===== config.mk =====
export PLATFORM = sky130hd
export DESIGN_NAME = nibble_packer
export DESIGN_NICKNAME = d
export VERILOG_FILES = /design/src/rtl/nibble_packer.sv
export SDC_FILE = /design/constraint.sdc
export NUM_CORES = 1
export LEC_CHECK = 0
export CORE_ASPECT_RATIO = 1.1
export CORE_MARGIN = 1
export CORE_UTILIZATION = 35
export CTS_CLUSTER_DIAMETER = 40
export DETAILED_ROUTE_END_ITERATION = 7
export GPL_TIMING_DRIVEN = 0
export SLEW_MARGIN = 20
export SYNTH_ARGS = -nofsm -noshare
export SYNTH_HDL_FRONTEND = slang
export SYNTH_SLANG_ARGS = --single-unit
export TNS_END_PERCENT = 20

===== constraint.sdc =====
create_clock -name clk -period 4.9 [get_ports clk]
set_input_delay 0.98 -clock clk [delete_from_list [all_inputs] [get_ports clk]]
set_output_delay 0.98 -clock clk [all_outputs]
set_load 0.05 [all_outputs]

===== src/rtl/nibble_packer.sv =====
// nibble_packer: packs four consecutive Johnson-step nibbles (LSB first)
// into a 16-bit word and queues completed words in a first-word-fall-through
// FIFO with a valid/ready output. Illegal counter codes and dropped words
// raise sticky flags.
// Optional feature: define NIBBLE_PACKER_PARITY_EN to add the word_par
// output, an even-parity bit computed at push and stored per FIFO entry.
module nibble_packer #(
    parameter int DEPTH = 4
) (
    input  logic                    clk,
    input  logic                    n_rst,
    input  logic [3:0]              jcnt_in,
    input  logic [3:0]              nib_in,
    input  logic                    flush,
    input  logic                    word_ready,
    output logic [15:0]             word_out,
    output logic                    word_valid,
    output logic [$clog2(DEPTH):0]  fifo_level,
    output logic [1:0]              nib_cnt,
    output logic                    overflow,
    output logic                    phase_err
`ifdef NIBBLE_PACKER_PARITY_EN
    ,
    output logic                    word_par
`endif
);

    localparam int AW = $clog2(DEPTH);
    localparam logic [AW:0] FULL_LEVEL = (AW+1)'(DEPTH);

    logic [3:0]    jcnt_q;
    logic [1:0]    nibCnt_q, nibCnt_d;
    logic [11:0]   pack_q, pack_d;
    logic [AW-1:0] rdPtr_q, wrPtr_q;
    logic [AW:0]   level_q, level_d;
    logic          overflow_q, phaseErr_q;
    logic [15:0]   mem [DEPTH];

    logic          jcntLegal, strobe, wordDone, flushPush, push;
    logic [15:0]   asmWord;
    logic          full, empty, pop, accept, drop;

    // Decode the eight legal Johnson counter codes
    always_comb begin
        jcntLegal = 1'b0;
        case (jcnt_in)
            4'b0000, 4'b1000, 4'b1100, 4'b1110,
            4'b1111, 4'b0111, 4'b0011, 4'b0001: jcntLegal = 1'b1;
            default:                            jcntLegal = 1'b0;
        endcase
    end

    assign strobe = jcntLegal && (jcnt_in != jcnt_q);

    // Assemble the word to push (strobe nibble merged in) and next pack state
    always_comb begin
        asmWord = {4'h0, pack_q};
        if (strobe) begin
            case (nibCnt_q)
                2'd0:    asmWord[3:0]   = nib_in;
                2'd1:    asmWord[7:4]   = nib_in;
                2'd2:    asmWord[11:8]  = nib_in;
                default: asmWord[15:12] = nib_in;
            endcase
        end
        wordDone  = strobe && (nibCnt_q == 2'd3);
        flushPush = flush && ((nibCnt_q != 2'd0) || strobe);
        push      = wordDone || flushPush;
        nibCnt_d  = nibCnt_q;
        pack_d    = pack_q;
        if (push) begin
            nibCnt_d = 2'd0;
            pack_d   = 12'h000;
        end else if (strobe) begin
            nibCnt_d = nibCnt_q + 2'd1;
            pack_d   = asmWord[11:0];
        end
    end

    assign full   = (level_q == FULL_LEVEL);
    assign empty  = (level_q == '0);
    assign pop    = !empty && word_ready;
    assign accept = push && (!full || pop);
    assign drop   = push && full && !pop;

    // FIFO occupancy: a simultaneous push and pop leaves the level unchanged
    always_comb begin
        level_d = level_q;
        case ({accept, pop})
            2'b10:   level_d = level_q + (AW+1)'(1);
            2'b01:   level_d = level_q - (AW+1)'(1);
            default: level_d = level_q;
        endcase
    end

    // Control state: counter copy, pack register, FIFO pointers, sticky flags
    always_ff @(posedge clk or negedge n_rst) begin
        if (!n_rst) begin
            jcnt_q     <= 4'b0000;
            nibCnt_q   <= 2'd0;
            pack_q     <= 12'h000;
            rdPtr_q    <= '0;
            wrPtr_q    <= '0;
            level_q    <= '0;
            overflow_q <= 1'b0;
            phaseErr_q <= 1'b0;
        end else begin
            jcnt_q   <= jcnt_in;
            nibCnt_q <= nibCnt_d;
            pack_q   <= pack_d;
            level_q  <= level_d;
            if (accept) wrPtr_q <= wrPtr_q + AW'(1);
            if (pop)    rdPtr_q <= rdPtr_q + AW'(1);
            if (drop)       overflow_q <= 1'b1;
            if (!jcntLegal) phaseErr_q <= 1'b1;
        end
    end

    // Word storage needs no reset: empty pointers mask stale contents
    always_ff @(posedge clk) begin
        if (accept) mem[wrPtr_q] <= asmWord;
    end

`ifdef NIBBLE_PACKER_PARITY_EN
    logic parMem [DEPTH];

    // Parity is computed once at push and travels with its word
    always_ff @(posedge clk) begin
        if (accept) parMem[wrPtr_q] <= ^asmWord;
    end

    assign word_par = empty ? 1'b0 : parMem[rdPtr_q];
`endif

    assign word_out   = empty ? 16'h0000 : mem[rdPtr_q];
    assign word_valid = !empty;
    assign fifo_level = level_q;
    assign nib_cnt    = nibCnt_q;
    assign overflow   = overflow_q;
    assign phase_err  = phaseErr_q;

endmodule


==> out/qor.csv <==
metric;value;unit
status;finished clean;
clock_path_buffers;2;
final_nets;292;
drv_slew;0;
async_reset_ff_share;29.7;%
yosysTopAreaCellShare;49.8;%
layout_min_cycle_time;3.91;ns
grt_first_pass_wirelength;11000;um
grt_use_total;13.3;%
tightest_slew;0.932;ns
hold_viol_final;0;
fin_cells;419;
core.rowCount;39;
antenna_found_initial;0;
die_height;112;um
vdd_drop_max;0.373;mV
power.leakage;1.78;nW
syn_avg_cell_area;17.1;um2
clk-insertion-delay-late;0.34;ns
synthTopCellsByArea;edfxtp_1 (50%), dfrtp_1 (18%), mux4_2 (9.3%);
dr.pass1.iters;4;
period_share;79.7;%
vias_per_cell;4.67;
drt_iter0_drc;106;
setup_violations;0;
drtAntennaViolNets;0;
dp.cells;403;
postSynthNetCount;246;
maxCapViolations;0;
synth-edff-count;64;
cts_tree;done;
post_cts_buffers;0;
start_util;36.6;%
skew;0.00774;ns
wirelength;6850;um
core_area;10500;um2
cts-htree-levels;3;
timing.fmax;0.256;GHz
tns;0;ns
yosysTopAreaCell;edfxtp_1;
cp_max_fo;10;
pre_cts_ws;0.906;ns
min_path_type;reg -> reg;
synth_commonest_cells;edfxtp_1 (64), dfrtp_1 (27), and2_1 (17);
end_kind;output pin;
cts_root_buffer;clkbuf_16;
synth_ff_type;edfxtp_1;
cp_data_required_time;3.92;ns
syn-cell-area;3860;um2
postCtsHoldBufs;0;
rsz0062_at_grt;false;
fin_util;44.4;%
numClockSinks;91;
crit_path_start_kind;flip-flop;
grt_pass1_vias;2062;
grt_max_degree;28;
die_area;11400;um2
n_antenna_cell;0;
num_vias;1957;
arrival;2.93;ns
gp_congestion;0.725;
num_io_pins;36;
io_buffers;35;
finalWorstSetupSlack;0.994;ns
drc_errors;0;
avgRoutedWirePerCell;16.3;um
ys.warnings.count;0;
synth.most_common_cell;edfxtp_1;
die_w;102;um
syn_inst;225;
overflow;0;
synth_seq_cells;91;
power.density;693;nW/um2
drive_above_1_share;20.3;%
criticalPathCategory;reg -> out;
maxSlewHeadroom;37.9;%
cts.repair.resized;0;
yosysUniqueCellTypes;37;
cts_buffers;9;
hpwl;4480;um
cts.clk_slew.worst_paths;0.06;ns
syn_to_final_growth;21.4;%
ys_seq_area_share;67.3;%
routing by layer:
layer	wire (um)	up-vias	track usage [%]	share of wire [%]
li1	-	928	-	-
met1	3140	975	17.8	46
met2	3370	42	21.3	49
met3	206	12	2.18	3.0
met4	133	0	5.71	1.9
met5	0	-	0	0
state kept, by name, summed over array words and instances (netlist names), 2 cells and up:
name,count
jcnt_q,4
wrPtr_q,2
fifo_level,3
nib_cnt,2
pack_q,12
mem,64
rdPtr_q,2
final timing paths:
kind,startpoint,to,slack (ns),cells past startpoint
worst max-delay path,rdPtr_q[1],word_out[7],0.99,5
worst min-delay path,overflow,overflow,0.46,1
worst max register to register,nib_cnt[0],mem[2][10],2.38,5
worst min register to register,overflow,overflow,0.46,1
max in group asynchronous,n_rst,rdPtr_q[1],3.83,1
min in group asynchronous,n_rst,overflow,0.66,1
power breakdown:
part           switching [mW]  internal [mW]  leakage, nW  total (mW)
Clock                   0.297          0.401        0.144       0.698
Sequential             0.0655           1.05        0.946        1.12
Combinational           0.870          0.558        0.688        1.43
metrics by stage:
step / hold slack (ns) / instance area (um2) / power (mW)
floorplan: 0.535 / 3860 / 2.15
global placement: 0.443 / 4390 / 2.56
detailed placement: 0.448 / 4380 / 2.59
CTS: 0.463 / 4680 / 3.28
global route: 0.494 / 4680 / 3.40
finish: 0.463 / 4680 / 3.24
kinds of logic after synthesis:
group | share of synthesized area, %
AOI/OAI and AO/OA | 2.63
xor gates and xnor gates | 2.27
adders and majority gates | 3.11
buffers and inverters | 2.14
DFF | 67.3
muxes | 13.8
and+or+nand+nor | 8.76
layout make-up:
cell class / count / area [um2]
plain buffers: 9 / 48.8
clock buffers: 10 / 229
inverters: 9 / 33.8
clock inverters: 6 / 72.6
repair buffers: 35 / 345
multi-input cells: 116 / 1180
fillers: 953 / 5860
well taps: 143 / 179
flip-flops and latches: 91 / 2600
critical path, stage by stage, from the launching register on:
cell and delay [ns]:
dfrtp_1 0.32, clkbuf_1 0.40, buf_1 0.60, mux4_2 0.41, and2_1 0.17, clkdlybuf4s50_1 0.69
placed cells by master, fill, tap and decap left out, drive strengths merged, types with 2 or more instances in the layout:
cell	instances
dfrtp	27
clkdlybuf4s50	34
clkbuf	14
and2	19
mux4	16
clkinv	2
nor2b	13
a41o	2
nand2	7
xnor2	8
a211oi	2
ha	8
nor3	2
xor2	2
and3	8
mux2	14
inv	11
nor2	3
edfxtp	64
buf	6
Power figures use the tool's default switching activity.
